<file path="src/rtl/neighbor_table_update.sv">
`default_nettype none
// +----------------------------------------------------------------------------+
// | Module   : neighbor_table_update                                           |
// | Purpose  : Folds decoded beacons into the neighbour/cluster/sink tables.   |
// | Revision : 1.0 - initial release                                           |
// +----------------------------------------------------------------------------+
module neighbor_table_update #(
    parameter int                    WORD_WIDTH = 16,
    parameter logic [WORD_WIDTH-1:0] NBR_BASE   = 16'h0048,
    parameter logic [WORD_WIDTH-1:0] CLU_BASE   = 16'h00C8,
    parameter logic [WORD_WIDTH-1:0] SINK_BASE  = 16'h0008,
    parameter int                    MAX_NBR    = 64,
    parameter int                    MAX_SINK   = 16
) (
    input  logic                  clock,
    input  logic                  nrst,
    input  logic                  beacon_valid,
    output logic                  beacon_ready,
    input  logic [WORD_WIDTH-1:0] beacon_node_id,
    input  logic [WORD_WIDTH-1:0] beacon_cluster,
    input  logic                  beacon_is_sink,
    output logic [WORD_WIDTH-1:0] address,
    input  logic [WORD_WIDTH-1:0] data_in,
    output logic [WORD_WIDTH-1:0] data_out,
    output logic                  wr_en,
    output logic [6:0]            nbr_count,
    output logic [4:0]            sink_count,
    output logic                  done,
    output logic                  dropped
);

    localparam logic [3:0] c_st_idle     = 4'd0;
    localparam logic [3:0] c_st_n_rd     = 4'd1;
    localparam logic [3:0] c_st_n_cmp    = 4'd2;
    localparam logic [3:0] c_st_n_upd    = 4'd3;
    localparam logic [3:0] c_st_n_app_id = 4'd4;
    localparam logic [3:0] c_st_n_app_cl = 4'd5;
    localparam logic [3:0] c_st_s_chk    = 4'd6;
    localparam logic [3:0] c_st_s_rd     = 4'd7;
    localparam logic [3:0] c_st_s_cmp    = 4'd8;
    localparam logic [3:0] c_st_s_app    = 4'd9;
    localparam logic [3:0] c_st_done     = 4'd10;

    localparam logic [6:0] c_nbr_full  = 7'(MAX_NBR);
    localparam logic [4:0] c_sink_full = 5'(MAX_SINK);

    logic [3:0]            r_state,     w_state;
    logic [6:0]            r_idx,       w_idx;
    logic [WORD_WIDTH-1:0] r_node,      w_node;
    logic [WORD_WIDTH-1:0] r_cluster,   w_cluster;
    logic                  r_is_sink,   w_is_sink;
    logic                  r_drop,      w_drop;
    logic [6:0]            r_nbr_count, w_nbr_count;
    logic [4:0]            r_sink_count, w_sink_count;
    logic [WORD_WIDTH-1:0] r_address,   w_address;
    logic [WORD_WIDTH-1:0] r_data_out,  w_data_out;
    logic                  r_wr_en,     w_wr_en;
    logic [6:0]            w_idx_inc;
    logic [6:0]            w_sink_count_ext;

    // Table word address: base + 2*index, wrapping at the word width.
    function automatic logic [WORD_WIDTH-1:0] f_addr(input logic [WORD_WIDTH-1:0] base,
                                                     input logic [6:0]            idx);
        logic [WORD_WIDTH-1:0] off;
        off      = '0;
        off[7:1] = idx;
        return base + off;
    endfunction

    assign w_idx_inc        = r_idx + 7'd1;
    assign w_sink_count_ext = {2'b00, r_sink_count};

    always_comb begin
        w_state      = r_state;
        w_idx        = r_idx;
        w_node       = r_node;
        w_cluster    = r_cluster;
        w_is_sink    = r_is_sink;
        w_drop       = r_drop;
        w_nbr_count  = r_nbr_count;
        w_sink_count = r_sink_count;
        w_address    = r_address;
        w_data_out   = r_data_out;
        w_wr_en      = 1'b0;

        // Memory-port registers are loaded for the state being entered.
        case (r_state)
            c_st_idle: begin
                if (beacon_valid) begin
                    w_node    = beacon_node_id;
                    w_cluster = beacon_cluster;
                    w_is_sink = beacon_is_sink;
                    w_idx     = 7'd0;
                    w_drop    = 1'b0;
                    if (r_nbr_count == 7'd0) begin
                        w_state    = c_st_n_app_id;
                        w_address  = f_addr(NBR_BASE, r_nbr_count);
                        w_data_out = beacon_node_id;
                        w_wr_en    = 1'b1;
                    end else begin
                        w_state   = c_st_n_rd;
                        w_address = NBR_BASE;
                    end
                end
            end
            c_st_n_rd: w_state = c_st_n_cmp;
            c_st_n_cmp: begin
                if (data_in == r_node) begin
                    w_state    = c_st_n_upd;
                    w_address  = f_addr(CLU_BASE, r_idx);
                    w_data_out = r_cluster;
                    w_wr_en    = 1'b1;
                end else if (w_idx_inc < r_nbr_count) begin
                    w_idx     = w_idx_inc;
                    w_state   = c_st_n_rd;
                    w_address = f_addr(NBR_BASE, w_idx_inc);
                end else if (r_nbr_count == c_nbr_full) begin
                    w_drop  = 1'b1;
                    w_state = c_st_s_chk;
                end else begin
                    w_state    = c_st_n_app_id;
                    w_address  = f_addr(NBR_BASE, r_nbr_count);
                    w_data_out = r_node;
                    w_wr_en    = 1'b1;
                end
            end
            c_st_n_upd: w_state = c_st_s_chk;
            c_st_n_app_id: begin
                w_state    = c_st_n_app_cl;
                w_address  = f_addr(CLU_BASE, r_nbr_count);
                w_data_out = r_cluster;
                w_wr_en    = 1'b1;
            end
            c_st_n_app_cl: begin
                w_state = c_st_s_chk;
                if (r_nbr_count != c_nbr_full) begin
                    w_nbr_count = r_nbr_count + 7'd1;
                end
            end
            c_st_s_chk: begin
                if (!r_is_sink) begin
                    w_state = c_st_done;
                end else if (r_sink_count == 5'd0) begin
                    w_state    = c_st_s_app;
                    w_address  = f_addr(SINK_BASE, w_sink_count_ext);
                    w_data_out = r_node;
                    w_wr_en    = 1'b1;
                end else begin
                    w_idx     = 7'd0;
                    w_state   = c_st_s_rd;
                    w_address = SINK_BASE;
                end
            end
            c_st_s_rd: w_state = c_st_s_cmp;
            c_st_s_cmp: begin
                if (data_in == r_node) begin
                    w_state = c_st_done;
                end else if (w_idx_inc < w_sink_count_ext) begin
                    w_idx     = w_idx_inc;
                    w_state   = c_st_s_rd;
                    w_address = f_addr(SINK_BASE, w_idx_inc);
                end else if (r_sink_count == c_sink_full) begin
                    w_drop  = 1'b1;
                    w_state = c_st_done;
                end else begin
                    w_state    = c_st_s_app;
                    w_address  = f_addr(SINK_BASE, w_sink_count_ext);
                    w_data_out = r_node;
                    w_wr_en    = 1'b1;
                end
            end
            c_st_s_app: begin
                w_state = c_st_done;
                if (r_sink_count != c_sink_full) begin
                    w_sink_count = r_sink_count + 5'd1;
                end
            end
            c_st_done: w_state = c_st_idle;
            default:   w_state = c_st_idle;
        endcase
    end

    always_ff @(posedge clock or negedge nrst) begin
        if (!nrst) begin
            r_state      <= c_st_idle;
            r_idx        <= 7'd0;
            r_node       <= '0;
            r_cluster    <= '0;
            r_is_sink    <= 1'b0;
            r_drop       <= 1'b0;
            r_nbr_count  <= 7'd0;
            r_sink_count <= 5'd0;
            r_address    <= NBR_BASE;
            r_data_out   <= '0;
            r_wr_en      <= 1'b0;
        end else begin
            r_state      <= w_state;
            r_idx        <= w_idx;
            r_node       <= w_node;
            r_cluster    <= w_cluster;
            r_is_sink    <= w_is_sink;
            r_drop       <= w_drop;
            r_nbr_count  <= w_nbr_count;
            r_sink_count <= w_sink_count;
            r_address    <= w_address;
            r_data_out   <= w_data_out;
            r_wr_en      <= w_wr_en;
        end
    end

    assign beacon_ready = (r_state == c_st_idle);
    assign done         = (r_state == c_st_done);
    assign dropped      = (r_state == c_st_done) && r_drop;
    assign address      = r_address;
    assign data_out     = r_data_out;
    assign wr_en        = r_wr_en;
    assign nbr_count    = r_nbr_count;
    assign sink_count   = r_sink_count;

endmodule
`default_nettype wire

</file>
<file path="config.mk">
export PLATFORM = sky130hd
export DESIGN_NAME = neighbor_table_update
export DESIGN_NICKNAME = d
export VERILOG_FILES = /design/src/rtl/neighbor_table_update.sv
export SDC_FILE = /design/constraint.sdc
export NUM_CORES = 1
export LEC_CHECK = 0
export BUFFER_PORTS_ARGS = -buffer_cell sky130_fd_sc_hd__buf_2
export CAP_MARGIN = 10
export CELL_PAD_IN_SITES_DETAIL_PLACEMENT = 1
export CELL_PAD_IN_SITES_GLOBAL_PLACEMENT = 1
export CORE_ASPECT_RATIO = 0.5
export CORE_MARGIN = 2
export CORE_UTILIZATION = 43
export CTS_CLUSTER_SIZE = 28
export DETAILED_ROUTE_END_ITERATION = 12
export PLACE_DENSITY_LB_ADDON = 0.3
export SLEW_MARGIN = 20
export SYNTH_ARGS = -nofsm -noshare
export SYNTH_HDL_FRONTEND = slang
export SYNTH_SLANG_ARGS = --single-unit
</file>
<file path="constraint.sdc">
create_clock -name clock -period 3.28 [get_ports clock]
set_input_delay 0.656 -clock clock [delete_from_list [all_inputs] [get_ports clock]]
set_output_delay 0.656 -clock clock [all_outputs]
set_load 0.05 [all_outputs]
</file>
Word level (Yosys, flattened, before mapping)
Index checks and enable logic that the tools add are counted.

operators by class
  $add $sub $neg = 9
  order comparisons = 2
  equality and inequality tests = 33
  muxes and demuxes = 60
  reductions and logical operators = 15

operator list
  operator                                                          number
  16-bit 2-to-1 mux                                                 18
  16-bit case mux with 5 select lines                               2
  7-bit 2-to-1 mux                                                  8
  4-bit case mux with 9 select lines                                1
  7-bit case mux with 4 select lines                                1
  2-bit != test (second input constant)                             13
  4-bit 2-to-1 mux                                                  5
  7-bit by 8-bit adder with 9-bit output (first input constant)     2
  8-bit by 8-bit adder with 9-bit output (first input constant)     2
  1-bit 2-to-1 mux                                                  17
  16-bit == test                                                    1
  4-bit by 3-bit == test with 1-bit output (second input constant)  4
  8-bit AND reduction                                               2
  7-bit by 1-bit adder with 7-bit output (second input constant)    2
  4-bit == test (second input constant)                             3
  10-bit AND reduction                                              1
  4-bit by 8-bit adder with 9-bit output (first input constant)     1
  3-bit 2-to-1 mux                                                  3
  9-bit 2-to-1 mux                                                  1
  3-bit != test (second input constant)                             3
  4-bit by 2-bit == test with 1-bit output (second input constant)  2
  4-bit by 6-bit adder with 7-bit output (first input constant)     1
  7-bit == test (second input constant)                             1
  7-bit zero test                                                   1
  other kinds (21)                                                  24

word-level totals
  flip-flop bits (word level) = 90
  input bits = 52
  output and inout port bits = 48
  logic and storage cells = 130

Longest topological paths before layout
  depth in word-level cells = 5
  depth in mapped cells = 15
  gate-level depth less buffers = 12

Worst setup path before layout
OpenSTA, ideal clock, no wires.

  path type = register -> register
  start point = register r_idx[0]
  end point = register r_idx[0]
  library setup time = 125 ps
  arrival = 2879 ps
  data required time = 3155 ps
  slack = 277 ps
  cell stages (with the launch flop) = 15
  buffers on the path = 2
  period minus slack after synthesis = 3003 ps
  cell sequence = dfrtp_1 > ha_1 > buf_2 > nand4_1 > xor2_1 > inv_1 > ha_1 > a21oi_1 > and3_1 > o21a_1 > buf_2 > o31ai_1 > a211o_1 > o21bai_1 > mux2_2

on the way
  longest elaborated chain between the ends = 4
  elaborated cells on any way between the ends = 11
  those cells by class = 1 x add/sub; 2 x order compare; 2 x eq/ne; 5 x mux; 1 x reduce/logical

ends and longest elaborated chain
  item                                                                                               RTL line  RTL
  from (decl)                                                                                        48        logic [6:0] r_idx, w_idx;
  from (signal assigned)                                                                             198       r_idx <= w_idx;
  7-bit by 1-bit adder with 7-bit output *                                                           70        assign w_idx_inc = r_idx + 7'd1;
  7-bit by 5-bit less-than comparator with 1-bit output (tied with other cells)                      158       end else if (w_idx_inc < w_sink_count_ext) begin
  2-bit != test (no source line) (tied with other cells)                                             -
  8-bit AND reduction (no source line) / 7-bit case mux with 4 select lines (equally long branches)  -

Every way passes the cells marked *; elsewhere a longest branch is shown, timed or not. The select of a mux whose other input is x is not followed.
A chain may end at the register's enable or synchronous reset.

Worst setup path after layout
Ends and elaborated chain as after synthesis.

==> impl_metrics.prom <==
# TYPE chip_impl_metric gauge
chip_impl_info{name="holdCritPathClass",value="in2async"} 1
chip_impl_metric{name="power_density",unit="nW/um^2"} 1110
chip_impl_metric{name="share_of_synthesized_area_spent_on_multiplexers",unit=""} 0.0881
chip_impl_metric{name="final_max_slew_viol_count",unit=""} 0
chip_impl_metric{name="final-setup-viol-count",unit=""} 0
chip_impl_metric{name="timing.final.crit_share",unit=""} 0.950
chip_impl_info{name="timing.critical_path.to_type",value="flop"} 1
chip_impl_metric{name="die_y",unit="microns"} 79.8
chip_impl_metric{name="synth_seq_area_share",unit=""} 0.415
chip_impl_metric{name="cts_made_buffers",unit=""} 9
chip_impl_metric{name="number_of_distinct_library_cells_after_synthesis",unit=""} 66
chip_impl_metric{name="post_cts.repair.setup_buffers",unit=""} 0
chip_impl_metric{name="cts.path.max_buffers",unit=""} 2
chip_impl_metric{name="timing.max_slew.rel_slack",unit=""} 0.486
chip_impl_metric{name="hpwl_after_dpl",unit="microns"} 11000
chip_impl_metric{name="worstMarginPinSlew",unit="ns"} 0.766
chip_impl_metric{name="synth-compound-area-share",unit=""} 0.186
chip_impl_metric{name="cts_sinks",unit=""} 82
chip_impl_metric{name="synth_async_sr_flop_share",unit=""} 1.00
chip_impl_metric{name="clock_period_minus_final_worst_setup_slack",unit="ns"} 3.12
chip_impl_info{name="synth_top_family_by_area",value="compound AO/OA/AOI/OAI gates"} 1
chip_impl_metric{name="final_core_utilization",unit=""} 0.535
chip_impl_metric{name="reg_to_reg_setup_timing_slack",unit="ns"} 0.16
chip_impl_metric{name="cts.clk_slew.worst_paths",unit="ns"} 0.07
chip_impl_info{name="clockRootBuffer",value="sky130_fd_sc_hd__clkbuf_16"} 1
chip_impl_metric{name="largest_net_degree_at_the_start_of_global_routing",unit=""} 83
chip_impl_metric{name="detail_route.first_pass.iterations",unit=""} 6
chip_impl_metric{name="routabilityCongestion",unit=""} 0.952
chip_impl_metric{name="avgRoutedWirePerCell",unit="microns"} 21.0
chip_impl_metric{name="report.power.total",unit="mW"} 6.62
chip_impl_metric{name="number_of_max_cap_violations",unit=""} 0
chip_impl_metric{name="synth.ff_latch_count",unit=""} 82
chip_impl_metric{name="cp.arrival",unit="ns"} 3.34
chip_impl_info{name="outcome",value="finished clean"} 1
chip_impl_metric{name="synth_edf_count",unit=""} 0
chip_impl_metric{name="synth_cells",unit=""} 500
chip_impl_info{name="tritoncts",value="yes"} 1
chip_impl_metric{name="skew_final",unit="ns"} 0.0123
chip_impl_metric{name="detailed_route_wire_length",unit="microns"} 15700
chip_impl_metric{name="coreArea",unit="sq um"} 11100
chip_impl_metric{name="timing.critical_path.fanout_max",unit=""} 7
chip_impl_metric{name="row_count",unit=""} 27
chip_impl_metric{name="synth-adder-area-share",unit=""} 0.0531
chip_impl_metric{name="io_buffers",unit=""} 91
chip_impl_metric{name="grt_overflow",unit=""} 0
chip_impl_metric{name="final-hold-violation-count",unit=""} 0
chip_impl_metric{name="io_pins",unit=""} 100
chip_impl_info{name="worst_setup_sp_type",value="flop"} 1
chip_impl_info{name="rr_endpoint",value="r_idx[0]"} 1
chip_impl_metric{name="post_synth.cell_area_avg",unit="sq um"} 9.89
chip_impl_metric{name="wire_length_of_the_first_global_routing_pass",unit="microns"} 25200
chip_impl_metric{name="gr-usage-all-layers",unit=""} 0.263
chip_impl_metric{name="route.detailed.drc",unit=""} 0
chip_impl_metric{name="worst_r2r_path_depth",unit=""} 11
chip_impl_metric{name="route.antenna.remaining_nets",unit=""} 0
chip_impl_metric{name="flow.area_growth_from_synthesis",unit="%"} 20.2
chip_impl_metric{name="post_synth_xor_area_fraction",unit=""} 0.0709
chip_impl_metric{name="holdBufCountCts",unit=""} 0
chip_impl_metric{name="insertedDiodeCount",unit=""} 0
chip_impl_metric{name="initial_core_util",unit=""} 0.445
chip_impl_metric{name="h-tree-depth",unit=""} 3
chip_impl_metric{name="dr.first_iter.drc_count",unit=""} 247
chip_impl_metric{name="drive_gt1_frac",unit=""} 0.316
chip_impl_metric{name="nNetsFinal",unit=""} 669
chip_impl_metric{name="cp_data_required_time",unit="ns"} 3.50
chip_impl_metric{name="synth_simple_gate_area_frac",unit=""} 0.135
chip_impl_metric{name="synth.yosys.warnings",unit=""} 0
chip_impl_info{name="crit-reg2reg-launch",value="r_idx[0]"} 1
chip_impl_metric{name="num_vias",unit=""} 4437
chip_impl_metric{name="syn-cell-area",unit="sq um"} 4940
chip_impl_info{name="timing_worst_setup_path_type",value="reg2reg"} 1
chip_impl_metric{name="timing.fmax",unit="MHz"} 321
chip_impl_metric{name="fp.dieArea",unit="sq um"} 12400
chip_impl_metric{name="fp.dieW",unit="microns"} 156
chip_impl_metric{name="vias_per_cell",unit=""} 5.95
chip_impl_metric{name="antenna_found_initial",unit=""} 0
chip_impl_metric{name="worst_skew_pair.late_latency",unit="ns"} 0.35
chip_impl_metric{name="p_leak",unit="nW"} 2.67
chip_impl_metric{name="via_count_of_the_first_global_routing_pass",unit=""} 4719
chip_impl_info{name="ys_dominant_reg_cell",value="sky130_fd_sc_hd__dfrtp_1"} 1
chip_impl_metric{name="vdd_ir_drop_max",unit="uV"} 502
chip_impl_info{name="rsz0062_at_grt",value="false"} 1
[cell type report]
type	count	area, sq um
Multi-Input combinational cell	371	2700
Clock inverter	6	57.6
Sequential cell	82	2060
Fill cell	1279	5170
Inverter	20	75.1
Timing Repair Buffer	112	632
Tap cell	145	181
Clock buffer	10	239
[repair_timing]
| item | 4_1_cts | 5_1_grt |
|---|---|---|
| resized for setup | 5 | 6 |
| setup endpoints to repair | 5 | 22 |
| pin swaps | 0 | 0 |
[critical path, cell delays in order, from the launching register on]
cell and delay [ns]:
sky130_fd_sc_hd__dfrtp_2 0.48, sky130_fd_sc_hd__ha_2 0.24, sky130_fd_sc_hd__xor2_1 0.15, sky130_fd_sc_hd__buf_4 0.16, sky130_fd_sc_hd__ha_1 0.30, sky130_fd_sc_hd__a21o_1 0.20, sky130_fd_sc_hd__a31oi_1 0.28, sky130_fd_sc_hd__o21a_4 0.23
sky130_fd_sc_hd__o31ai_1 0.11, sky130_fd_sc_hd__a211o_1 0.30, sky130_fd_sc_hd__o21bai_2 0.26, sky130_fd_sc_hd__mux2_2 0.29
[report_power, final]
part           internal, mW  switching, mW
registers              1.47          0.415
clock network         0.553          0.467
logic                  1.32           2.39
total                  3.35           3.27
[cell usage after synthesis, types with 2 or more instances]
| cell type | count | area [sq um] |
|---|---|---|
| sky130_fd_sc_hd__nor4_1 | 5 | 31.3 |
| sky130_fd_sc_hd__a211oi_1 | 3 | 22.5 |
| sky130_fd_sc_hd__dfstp_2 | 2 | 52.6 |
| sky130_fd_sc_hd__or4_1 | 2 | 15.0 |
| sky130_fd_sc_hd__nand2b_1 | 4 | 25.0 |
| sky130_fd_sc_hd__nor2_1 | 43 | 161 |
| sky130_fd_sc_hd__nor2b_1 | 2 | 12.5 |
| sky130_fd_sc_hd__o31ai_1 | 3 | 22.5 |
| sky130_fd_sc_hd__or3_1 | 3 | 18.8 |
| sky130_fd_sc_hd__a21boi_0 | 2 | 15.0 |
| sky130_fd_sc_hd__nand3_1 | 17 | 85.1 |
| sky130_fd_sc_hd__xor2_1 | 22 | 193 |
| sky130_fd_sc_hd__o21ai_0 | 20 | 100 |
| sky130_fd_sc_hd__a31oi_1 | 6 | 37.5 |
| sky130_fd_sc_hd__mux2i_1 | 3 | 30.0 |
| sky130_fd_sc_hd__xnor2_1 | 18 | 158 |
| sky130_fd_sc_hd__a22o_1 | 5 | 43.8 |
| sky130_fd_sc_hd__ha_1 | 21 | 263 |
| sky130_fd_sc_hd__o21bai_1 | 2 | 15.0 |
| sky130_fd_sc_hd__dfrtp_1 | 80 | 2000 |
| sky130_fd_sc_hd__nand2_1 | 31 | 116 |
| sky130_fd_sc_hd__clkbuf_1 | 15 | 56.3 |
| sky130_fd_sc_hd__a222oi_1 | 16 | 160 |
| sky130_fd_sc_hd__inv_1 | 19 | 71.3 |
| sky130_fd_sc_hd__a221oi_1 | 4 | 35.0 |
| sky130_fd_sc_hd__o211ai_1 | 4 | 30.0 |
| sky130_fd_sc_hd__nor3_1 | 8 | 40.0 |
| sky130_fd_sc_hd__and3_1 | 3 | 18.8 |
| sky130_fd_sc_hd__o21a_1 | 5 | 37.5 |
| sky130_fd_sc_hd__mux2_2 | 36 | 405 |
| sky130_fd_sc_hd__a21oi_1 | 35 | 175 |
| sky130_fd_sc_hd__a22oi_1 | 2 | 15.0 |
| sky130_fd_sc_hd__a31o_2 | 2 | 17.5 |
| sky130_fd_sc_hd__buf_4 | 9 | 67.6 |
| sky130_fd_sc_hd__nand4_1 | 6 | 37.5 |
| sky130_fd_sc_hd__o32ai_1 | 2 | 17.5 |
| sky130_fd_sc_hd__o221ai_1 | 2 | 17.5 |
| sky130_fd_sc_hd__buf_2 | 10 | 50.1 |
[worst max path at each step]
stage               startpoint          end  slack [ns]  depth (start not counted)
global route          r_idx[3]  data_out[8]        0.02                         14
finish                r_idx[0]     r_idx[0]        0.16                         11
global placement      r_idx[0]     r_idx[0]        0.19                         12
detailed placement    r_idx[0]     r_idx[0]       -0.01                         12
CTS                   r_idx[0]     r_idx[0]        0.08                         12
floorplan             r_idx[0]     r_idx[0]        0.28                         14
[placed cells by master, fill, tap and decap left out, types with 8 or more instances in the layout]
cell / count
sky130_fd_sc_hd__a21oi_1: 34
sky130_fd_sc_hd__a222oi_1: 16
sky130_fd_sc_hd__buf_2: 90
sky130_fd_sc_hd__buf_4: 20
sky130_fd_sc_hd__clkbuf_16: 9
sky130_fd_sc_hd__conb_1: 8
sky130_fd_sc_hd__dfrtp_1: 77
sky130_fd_sc_hd__ha_1: 19
sky130_fd_sc_hd__inv_1: 19
sky130_fd_sc_hd__mux2_2: 36
sky130_fd_sc_hd__nand2_1: 31
sky130_fd_sc_hd__nand3_1: 16
sky130_fd_sc_hd__nor2_1: 43
sky130_fd_sc_hd__nor3_1: 8
sky130_fd_sc_hd__o21ai_0: 20
sky130_fd_sc_hd__xnor2_1: 18
sky130_fd_sc_hd__xor2_1: 22
[per-layer routing]
layer | routed length (microns) | global-route usage | up-vias
met5 | 0 | 0 | -
met4 | 252 | 0.0697 | 0
met3 | 1040 | 0.0717 | 23
met2 | 7640 | 0.461 | 143
met1 | 6750 | 0.324 | 2252
li1 | - | - | 2019
[sequential cells by signal, summed over array words and instances, names as in the netlist]
name,flops
r_cluster,16
address,8
r_node,16
wr_en,1
r_drop,1
r_idx,7
nbr_count,7
sink_count,5
data_out,16
r_state,4
r_is_sink,1
[through the flow]
| stage | setup TNS, ns | std cells | hold slack [ns] | instance area (sq um) | setup WS, ns |
|---|---|---|---|---|---|
| 2_1_floorplan | 0 | 507 | 0.360 | 4970 | 0.277 |
| 3_3_place_gp | 0 | 730 | 0.477 | 5610 | 0.191 |
| 3_5_place_dp | -0.0140 | 730 | 0.494 | 5610 | -0.0140 |
| 4_1_cts | 0 | 746 | 0.505 | 5920 | 0.0803 |
| 5_1_grt | 0 | 746 | 0.415 | 5940 | 0.0160 |
| 6_report | 0 | 746 | 0.335 | 5940 | 0.162 |
[logic make-up after synthesis]
kind of cell | after synthesis
simple gates | 133
flops | 82
mux | 39
fa+ha+maj | 21
compound gates | 130
other cells | 1
xor+xnor | 40
buf+inv | 54
(Power assumes the default switching activity.)
